`src/rtl/mem_bus_arbiter.sv`:
```
// Two-requester round-robin arbiter onto a single picorv32-native memory port.
// One transaction in flight at a time; target stalls end in a watchdog timeout.
module mem_bus_arbiter #(
    parameter int unsigned TIMEOUT_CYCLES = 1024,
    parameter logic [31:0] TIMEOUT_DATA   = 32'hDEADBEEF
) (
    input  logic        clk,
    input  logic        reset,

    input  logic        m0_valid,
    input  logic        m0_instr,
    input  logic [31:0] m0_addr,
    input  logic [31:0] m0_wdata,
    input  logic [3:0]  m0_wstrb,
    output logic        m0_ready,
    output logic [31:0] m0_rdata,

    input  logic        m1_valid,
    input  logic        m1_instr,
    input  logic [31:0] m1_addr,
    input  logic [31:0] m1_wdata,
    input  logic [3:0]  m1_wstrb,
    output logic        m1_ready,
    output logic [31:0] m1_rdata,

    output logic        s_valid,
    output logic        s_instr,
    output logic [31:0] s_addr,
    output logic [31:0] s_wdata,
    output logic [3:0]  s_wstrb,
    input  logic        s_ready,
    input  logic [31:0] s_rdata,

    output logic [1:0]  grant,
    output logic        timeout_err
);

    localparam int unsigned CNT_W    = (TIMEOUT_CYCLES > 2) ? $clog2(TIMEOUT_CYCLES) : 1;
    localparam logic [CNT_W-1:0] CNT_LAST = CNT_W'(TIMEOUT_CYCLES - 1);
    localparam bit          TMO_EN   = (TIMEOUT_CYCLES != 0);

    typedef struct packed {
        logic        instr;
        logic [31:0] addr;
        logic [31:0] wdata;
        logic [3:0]  wstrb;
    } req_t;

    typedef enum logic [1:0] {
        IDLE = 2'd0,
        BUSY = 2'd1,
        RESP = 2'd2
    } state_t;

    state_t           state;
    logic             last_grant;
    logic [CNT_W-1:0] cnt;

    logic             win_c;
    req_t             win_req_c;
    logic             tmo_c;
    logic             done_c;
    logic [31:0]      rsp_data_c;

    // Round-robin pick: on a tie the requester that did not go last wins.
    always_comb begin
        win_c = m1_valid;
        if (m0_valid && m1_valid) begin
            win_c = ~last_grant;
        end
        win_req_c = win_c ? req_t'{m1_instr, m1_addr, m1_wdata, m1_wstrb}
                          : req_t'{m0_instr, m0_addr, m0_wdata, m0_wstrb};
    end

    // Completion source: target ready has priority over the watchdog.
    always_comb begin
        tmo_c      = TMO_EN && (cnt == CNT_LAST) && !s_ready;
        done_c     = s_ready || tmo_c;
        rsp_data_c = s_ready ? s_rdata : TIMEOUT_DATA;
    end

    always_ff @(posedge clk) begin
        if (reset) begin
            state       <= IDLE;
            last_grant  <= 1'b1;
            cnt         <= '0;
            s_valid     <= 1'b0;
            s_instr     <= 1'b0;
            s_addr      <= '0;
            s_wdata     <= '0;
            s_wstrb     <= '0;
            grant       <= '0;
            timeout_err <= 1'b0;
            m0_ready    <= 1'b0;
            m0_rdata    <= '0;
            m1_ready    <= 1'b0;
            m1_rdata    <= '0;
        end else begin
            m0_ready    <= 1'b0;
            m1_ready    <= 1'b0;
            timeout_err <= 1'b0;
            case (state)
                IDLE: begin
                    if (m0_valid || m1_valid) begin
                        s_valid    <= 1'b1;
                        s_instr    <= win_req_c.instr;
                        s_addr     <= win_req_c.addr;
                        s_wdata    <= win_req_c.wdata;
                        s_wstrb    <= win_req_c.wstrb;
                        grant      <= win_c ? 2'b10 : 2'b01;
                        last_grant <= win_c;
                        state      <= BUSY;
                    end
                end
                BUSY: begin
                    cnt <= cnt + CNT_W'(1);
                    if (done_c) begin
                        s_valid     <= 1'b0;
                        timeout_err <= tmo_c;
                        state       <= RESP;
                        if (grant[1]) begin
                            m1_ready <= 1'b1;
                            m1_rdata <= rsp_data_c;
                        end else begin
                            m0_ready <= 1'b1;
                            m0_rdata <= rsp_data_c;
                        end
                    end
                end
                RESP: begin
                    // Requester still shows valid here, so no arbitration this cycle.
                    cnt   <= '0;
                    grant <= '0;
                    state <= IDLE;
                end
                default: begin
                    state <= IDLE;
                end
            endcase
        end
    end

endmodule

```
`config.mk`:
```
export PLATFORM = sky130hd
export DESIGN_NAME = mem_bus_arbiter
export DESIGN_NICKNAME = d
export VERILOG_FILES = /design/src/rtl/mem_bus_arbiter.sv
export SDC_FILE = /design/constraint.sdc
export NUM_CORES = 1
export LEC_CHECK = 0
export ABC_AREA = 1
export BUFFER_PORTS_ARGS = -buffer_cell sky130_fd_sc_hd__buf_2
export CAP_MARGIN = 25
export CORE_MARGIN = 2
export CORE_UTILIZATION = 43
export CTS_BUF_LIST = sky130_fd_sc_hd__clkbuf_8
export DETAILED_ROUTE_END_ITERATION = 7
export GPL_TIMING_DRIVEN = 0
export PLACE_DENSITY_LB_ADDON = 0.25
export SLEW_MARGIN = 30
export SYNTH_ARGS = -nofsm -noshare
export SYNTH_HDL_FRONTEND = slang
export SYNTH_SLANG_ARGS = --single-unit
```
`constraint.sdc`:
```
create_clock -name clk -period 1.7 [get_ports clk]
set_input_delay 0.255 -clock clk [delete_from_list [all_inputs] [get_ports clk]]
set_output_delay 0.255 -clock clk [all_outputs]
set_load 0.02 [all_outputs]
```
==> impl_metrics.ini, run 1 <==
[status]
status = completed

[global_routing]
grtUsageTotal = 0.259
grt_max_degree = 17
met1_usage = 0.298
grt.busiest_layer = met2
antenna_found_initial = 1
grt_remaining_overflow = 0
met3_usage = 0.0730
grt_pass1_vias = 6604
grtUsageMet2 = 0.443
grt_pass1_wl_um = 33200

[placed_design]
place_inst = 1422
post_dp_cell_area_um2 = 8410
pre_cts_ws_ns = -0.100
dp_hpwl_um = 16700
io_buffers = 313
gp_congestion = 0.840

[detailed_routing]
drtAntennaViolNets = 0
drt_wl_total_um = 21600
vias_per_cell = 5.02
routedWlPerCell_um = 14.8
drt_iter0_drc = 443
vias = 7311
drc = 0
firstDrtPassIters = 5

[job]
drv_cap = 0

[yosys]
yosysWarnings = 0
syn_inst = 921
synthSimpleGateAreaFrac = 0.243
synth_compound_area_frac = 0.169
synth_xor_xnor_area_share = 0
synthMuxAreaShare = 0
ys_types = 27
synth-seq-cells = 152
synth_nets = 1101
synth_top_family_by_area = simple AND/OR/NAND/NOR gates
yosysSeqAreaShare = 0.460
synth_area_um2 = 6610
syn-mean-instance-area_um2 = 7.18
synthAdderAreaFrac = 0.00946

[final_layout]
drive_gt1_frac = 0.324
fin_area_um2 = 8930
nets = 1435
instances_no_fill = 1456
final_cell_mix = buf_2, nand2_1, dfxtp_1
area_growth_pct = 35.1
layout.core_utilization = 0.592
antenna-diode-count = 0
layout_commonest_cell = buf_2

[critical_path]
worstSetupPathType = reg -> reg
crit_path_start_kind = flip-flop
rr_startpoint = state[1]$_SDFFE_PP0P_
cp.arrival_ns = 1.95
startpoint = state[1]$_SDFFE_PP0P_
critical_path_required_ns = 2.03
cp-end-kind = flip-flop
crit_fanout = 10

[sta]
tightest_slew_ns = 0.504
slew_headroom = 0.664
fin_crit_ns = 1.62
period_share = 0.954
tns_ns = 0
setup_viol = 0
clock_skew_ns = 0.0115
timing.final.hold_violations = 0
rsz0062_at_grt = yes
fmax_mhz = 617
timing.hold.ws_ns = 0.0567
setup_ws_ns = 0.0789
report.final.slew_viol_count = 0

[floorplanning]
die_w_um = 128
initial_utilization = 0.438
die-area_um2 = 16400
io_pins = 314
core_um2 = 15100
num_rows = 45
floorplan.die.height_um = 128

[power]
p_leak_nw = 4.56
power_mw = 9.38
p_per_area_nw_per_um2 = 1050
irDropWorstVdd_mv = 0.518

[cts]
tritoncts = built
cts.sink_count = 152
clk_pin_slew_ns = 0.08
cts_root_buf = clkbuf_8
cts_buffer_depth = 2
clkLatencyLatePin_ns = 0.45
cts_buffers = 17
cts_max_level = 4

[worst_hold_path]
hold_path.startpoint = m1_addr[30]
hold_class = in -> reg
## sequential cells by signal, summed over array words and instances, names as in the netlist
signal,flops
state,2
s_valid,1
m0_ready,1
cnt,10
last_grant,1
m0_rdata,32
s_wstrb,4
m1_ready,1
s_wdata,32
timeout_err,1
grant,2
s_instr,1
s_addr,32
m1_rdata,32
## worst max-delay path, cell delays in order (launching register included)
cell and delay [ns]:
dfxtp_2 0.34, inv_2 0.08, ha_1 0.14, buf_2 0.23, buf_1 0.37, nand4_1 0.19, nand2_1 0.11, a21oi_1 0.06
## report_power, final
part / internal, mW / total [mW] / switching, mW
logic: 0.870 / 2.50 / 1.63
registers: 3.94 / 4.12 / 0.181
clock network: 1.44 / 2.76 / 1.32
total: 6.24 / 9.38 / 3.14
## logic make-up (layout without fill, tap and decap cells)
| family | after synthesis | after routing |
|---|---|---|
| AO/OA/AOI/OAI | 205 | 205 |
| adder cells (fa/ha/maj) | 5 | 5 |
| buffers and inverters | 190 | 537 |
| flip-flops | 152 | 152 |
| AND/OR/NAND/NOR | 369 | 369 |
## what timing repair did
| action | in CTS | in global routing |
|---|---|---|
| gates cloned | 0 | 1 |
| hold buffers | 0 | 0 |
| resized for setup | 6 | 37 |
| buffers inserted | 0 | 2 |
| endpoints found under the setup margin | 40 | 131 |
## final timing paths
check                                   to  slack [ns]  cells after the start
hold / removal     s_addr[30]$_SDFFE_PP0P_        0.06                      3
hold reg to reg   m0_rdata[7]$_SDFFE_PP0P_        0.44                      2
setup / recovery  m1_rdata[6]$_SDFFE_PP0P_        0.08                      7
setup reg to reg  m1_rdata[6]$_SDFFE_PP0P_        0.08                      7
## per-layer routing
layer	wire length, µm	part of all wire	up-vias
met5	11	0.00051	-
met4	845	0.039	2
met3	1660	0.077	52
met2	10500	0.48	304
met1	8580	0.40	3266
li1	-	-	3687
## cell type report
| type | instances | area, µm² |
|---|---|---|
| fillers | 1516 | 6160 |
| flip-flops and latches | 152 | 3050 |
| multi-input cells | 579 | 2840 |
| repair buffers | 316 | 1600 |
| inverters | 120 | 450 |
| plain buffers | 69 | 370 |
| clock buffers | 21 | 289 |
| well taps | 188 | 235 |
| clock inverters | 11 | 106 |
## Yosys cell counts, drive strengths merged
| cell type | instances | share of area |
|---|---|---|
| ha | 5 | 0.0095 |
| nor3b | 1 | 0.0011 |
| nor2 | 38 | 0.023 |
| nor3 | 2 | 0.0015 |
| inv | 120 | 0.068 |
| buf | 45 | 0.036 |
| nand3 | 8 | 0.0098 |
| o21ai | 72 | 0.054 |
| a31oi | 69 | 0.065 |
| dfxtp | 152 | 0.46 |
| and3 | 1 | 0.00095 |
| a21oi | 64 | 0.050 |
| nor4 | 1 | 0.00095 |
| nand2 | 260 | 0.15 |
| nand4 | 58 | 0.055 |
| clkbuf | 25 | 0.014 |
No activity file was read; power rests on OpenSTA's default activity.
==> inputs of run 2 (changes only) <==
CORE_UTILIZATION = 45   (was 43)
clock period = 2 ns   (was 1.7 ns; I/O delays follow)
==> run 2 against run 1 <==
Clock-buffer cell count is 2 higher. Design area is 0.50% lower. First-iteration DRC count is 7.9% lower. Via count is 0.77% lower. Combinational power is 18% lower. Final cell count is 0.34% lower. Sequential share of layout area is 0.14 points higher. Global-route usage is 0.27 points higher. Clock power is 3% lower. Critical path type unchanged. Non-clock buffer count is 2 lower.
==> impl_metrics.ini, run 2 (synthesis results as in run 1) <==
[detailed_routing]
vias_per_cell = 5.00
wl_met1_um = 8170
drc = 0
vias = 7255
top_layer_used = met4
firstDrtPassIters = 6
wl_met2_um = 10300
drt_wl_total_um = 21000
drt_iter0_drc = 408
routedWlPerCell_um = 14.5
wl_met3_um = 1750
drtAntennaViolNets = 0

[cts]
cts_max_level = 4
tritoncts = built
cts_buffers = 17
cts_root_buf = clkbuf_8
clk_pin_slew_ns = 0.08
cts_buffer_depth = 2
post_cts_buffers = 0
clkLatencyLatePin_ns = 0.45
cts.sink_count = 152
post_cts_resized = 0
postCtsHoldBufs = 0

[sta]
report.final.slew_viol_count = 0
period_share = 0.919
rsz0062_at_grt = no
tightest_slew_ns = 0.496
timing.final.hold_violations = 0
fin_crit_ns = 1.84
setup_viol = 0
tns_ns = 0
slew_headroom = 0.669
clock_skew_ns = 0.00930
fmax_mhz = 544

[worst_hold_path]
hold_path_depth = 3
hold_path.startpoint = m0_addr[8]
hold_class = in -> reg
holdPathEnd = s_addr[8]$_SDFFE_PP0P_

[final_layout]
instances_no_fill = 1451
regArea_um2 = 3040
nets = 1433
area_growth_pct = 34.4
fillers = 1380
layout.core_utilization = 0.616
final_cell_mix = buf_2, nand2_1, dfxtp_1
drive_gt1_frac = 0.312
multi_input_area_um2 = 2800
layout_commonest_cell = buf_2

[power]
power_frac_seq = 0.425
irDropWorstVdd_mv = 0.518
p_switching_mw = 2.63
sw_frac_of_total = 0.320
p_leak_nw = 4.52
p_per_area_nw_per_um2 = 925
p_int_mw = 5.59
power_mw = 8.22
p_comb_frac = 0.251
pwr-share-clk = 0.324

[floorplanning]
initial_utilization = 0.458
core_um2 = 14400
die-area_um2 = 15700
die_w_um = 125
num_rows = 44
floorplan.die.height_um = 125
io_pins = 314

[critical_path]
worstSetupPathType = reg -> reg
max_stage_delay_ns = 0.34
rr_startpoint = state[1]$_SDFFE_PP0P_
regToRegSetupSlack_ns = 0.16
worst-r2r-cell-count = 8
crit_fanout = 10
cp_top_family = buffers and inverters
crit_chain = inv_1 > ha_1 > inv_1 > a21oi_2 > buf_4 > buf_4 > o21ai_0 > a31oi_1
crit_path_start_kind = flip-flop
slowest_stage = dfxtp_1
r2r-end = s_addr[28]$_SDFFE_PP0P_
worst-path-buf-inv = 4
cp.arrival_ns = 2.20
cp-end-kind = flip-flop
critical_path_required_ns = 2.37

[global_routing]
grtUsageTotal = 0.262
grt_max_degree = 17
grt_pass1_wl_um = 33000
antenna_found_initial = 1
grt_pass1_vias = 6789
grt_remaining_overflow = 0

[placed_design]
io_buffers = 313
gp_congestion = 0.871
place_inst = 1418
dp_hpwl_um = 16400

[job]
drv_cap = 0

[status]
status = completed
-- run 2: cell types whose count changed in the layout (fill, tap and decap cells not counted), moves of 3 or more --
| cell | before | now |
|---|---|---|
| clkbuf_1 | 18 | 25 |
| buf_6 | 7 | 2 |
| clkbuf_2 | 5 | 0 |
| buf_2 | 341 | 345 |
| inv_2 | 4 | 1 |
-- run 2: how the worst max path moves through the flow --
stage / startpoint / end / slack, ns / depth (start not counted)
4_1_cts: state[1]$_SDFFE_PP0P_ / s_addr[28]$_SDFFE_PP0P_ / 0.15 / 8
5_1_grt: state[1]$_SDFFE_PP0P_ / cnt[9]$_SDFFE_PP0P_ / 0.005 / 9
2_1_floorplan: state[0]$_SDFFE_PP0P_ / cnt[8]$_SDFFE_PP0P_ / 0.46 / 6
6_report: state[1]$_SDFFE_PP0P_ / s_addr[28]$_SDFFE_PP0P_ / 0.16 / 8
3_5_place_dp: state[0]$_SDFFE_PP0P_ / s_addr[28]$_SDFFE_PP0P_ / 0.19 / 8
3_3_place_gp: state[1]$_SDFFE_PP0P_ / cnt[9]$_SDFFE_PP0P_ / 0.24 / 9
-- run 2: worst register-to-register path, stage by stage, from the launching register on --
cell     delay, ns
dfxtp_1       0.34
inv_1         0.10
ha_1          0.23
inv_1         0.09
a21oi_2       0.27
buf_4         0.24
buf_4         0.20
o21ai_0       0.11
a31oi_1       0.19
-- run 2: per-stage QoR --
| stage | cell area [µm²] | setup WS, ns | hold WS [ns] |
|---|---|---|---|
| after floorplan | 6610 | 0.455 | 0.369 |
| after global placement | 8410 | 0.241 | 0.429 |
| after detailed placement | 8410 | 0.187 | 0.432 |
| after CTS | 8870 | 0.150 | 0.0758 |
| after global routing | 8880 | 0.00509 | 0.0863 |
| final | 8890 | 0.162 | 0.0977 |
-- run 2: power by group through the flow --
stage | Combinational [mW] | Clock, mW | Sequential, mW
after floorplan | 0.888 | 0 | 3.94
after global placement | 2.04 | 0 | 3.55
after detailed placement | 2.06 | 0 | 3.56
after CTS | 2.06 | 2.70 | 3.50
after global routing | 2.26 | 2.83 | 3.54
final | 2.06 | 2.67 | 3.50
-- run 2: final cells by class --
cell class | instances | share of cell area
clock inverter | 9 | 0.0163
clock buffer | 23 | 0.0356
tap | 184 | 0.0259
buffer | 70 | 0.0374
inverter | 120 | 0.0507
antenna | 1 | 0.000282
timing repair buffer | 313 | 0.176
multi-input combinational | 579 | 0.315
sequential | 152 | 0.342
-- run 2: layer usage --
layer / global-route usage / up-vias
met5: 0 / -
met4: 0.110 / 0
met3: 0.0817 / 58
met2: 0.463 / 316
met1: 0.291 / 3198
li1: - / 3683
==> inputs of run 3 (changes only) <==
MAX_ROUTING_LAYER = met4   (was not set)
==> run 3 against run 2 <==
Register-to-register slack about the same. Combinational power is essentially flat. Total power is essentially flat. Clock skew grew 0.0012 ns. Fmax is 0.61% lower. Final cell count is the same. Die area did not move. Largest power group unchanged.
==> impl_metrics.ini, run 3 (synthesis results as in run 1) <==
[floorplanning]
floorplan.die.height_um = 125
num_rows = 44
core_um2 = 14400
die-area_um2 = 15700
io_pins = 314
die_w_um = 125
initial_utilization = 0.458

[cts]
tritoncts = built
postCtsHoldBufs = 0
clk_pin_slew_ns = 0.08
cts_max_level = 4
cts_buffer_depth = 2
cts.sink_count = 152
clkLatencyLatePin_ns = 0.45
cts_root_buf = clkbuf_8
cts_buffers = 17

[detailed_routing]
drtAntennaViolNets = 0
wl_met1_um = 8430
firstDrtPassIters = 5
drt_wl_total_um = 21000
vias_per_cell = 4.99
wl_met2_um = 10400
drc = 0
wl_met3_um = 1470
drt_iter0_drc = 419
top_layer_used = met4
vias = 7234
routedWlPerCell_um = 14.5

[critical_path]
critical_path_required_ns = 2.37
crit_path_start_kind = flip-flop
cp-end-kind = flip-flop
cp.depth = 8
cp_top_family = buffers and inverters
slowest_stage = dfxtp_1
crit_chain = inv_1 > ha_1 > inv_1 > a21oi_2 > buf_4 > buf_4 > o21ai_0 > a31oi_1
cp.arrival_ns = 2.22
max_stage_delay_ns = 0.34
worstSetupPathType = reg -> reg
worst-r2r-cell-count = 8
worst-path-buf-inv = 4
crit_fanout = 10

[global_routing]
antenna_found_initial = 1
grtUsageTotal = 0.270
grt_remaining_overflow = 0
grt_pass1_vias = 6790
grt_max_degree = 17
grt_pass1_wl_um = 33000

[sta]
clock_skew_ns = 0.0105
timing.hold.ws_ns = 0.0984
timing.final.hold_violations = 0
rsz0062_at_grt = no
period_share = 0.925
report.final.slew_viol_count = 0
setup_viol = 0
fin_crit_ns = 1.85
slew_headroom = 0.676
fmax_mhz = 541
tns_ns = 0
tightest_slew_ns = 0.487
setup_ws_ns = 0.151

[power]
sw_frac_of_total = 0.321
power_frac_seq = 0.425
p_leak_nw = 4.52
p_comb_frac = 0.251
pwr-share-clk = 0.324
p_int_mw = 5.59
p_switching_mw = 2.64
irDropWorstVdd_mv = 0.519
p_per_area_nw_per_um2 = 926
power_mw = 8.23

[final_layout]
drive_gt1_frac = 0.312
layout.core_utilization = 0.616
final_cell_mix = buf_2, nand2_1, dfxtp_1
fin_area_um2 = 8890
area_growth_pct = 34.4
instances_no_fill = 1451
nets = 1433
layout_commonest_cell = buf_2

[placed_design]
post_dp_cell_area_um2 = 8410
pre_cts_ws_ns = 0.187
gp_congestion = 0.886
dp_hpwl_um = 16400
place_inst = 1418
io_buffers = 313

[status]
status = completed

[worst_hold_path]
hold_class = in -> reg
hold_path_depth = 3

[job]
drv_cap = 0
## run 3: worst paths after layout
check                       startpoint                   endpoint  slack, ns
max              state[1]$_SDFFE_PP0P_    s_addr[28]$_SDFFE_PP0P_       0.15
min                        m1_wdata[0]    s_wdata[0]$_SDFFE_PP0P_        0.1
max reg2reg      state[1]$_SDFFE_PP0P_    s_addr[28]$_SDFFE_PP0P_       0.15
min reg2reg  m1_rdata[18]$_SDFFE_PP0P_  m1_rdata[18]$_SDFFE_PP0P_       0.44
## run 3: area by class of cell
type	instances	area, µm²
buffer	70	333
fill	1378	5540
timing repair buffer	313	1570
tap	184	230
sequential	152	3040
clock buffer	23	317
multi-input combinational	579	2800
antenna	1	2.50
clock inverter	9	145
inverter	120	450
## run 3: tightest hold or removal path: stages
cell	delay (ns)
buf_2	0.09
nand2_1	0.05
a31oi_1	0.07
## run 3: per-layer routing
metal  vias up  track usage
met4         0        0.110
met1      3200        0.299
met5         -            -
met3        53       0.0680
met2       300        0.464
li1       3681            -
## run 3: what timing repair did
action	in CTS	in global routing
setup buffers	0	0
setup endpoints to repair	0	4
resized for setup	0	3
## run 3: power by group through the flow
stage / registers [mW] / logic [mW] / clock network [mW]
detailed placement: 3.56 / 2.06 / 0
global route: 3.54 / 2.26 / 2.83
global placement: 3.55 / 2.04 / 0
finish: 3.50 / 2.06 / 2.67
CTS: 3.50 / 2.06 / 2.70
floorplan: 3.94 / 0.888 / 0
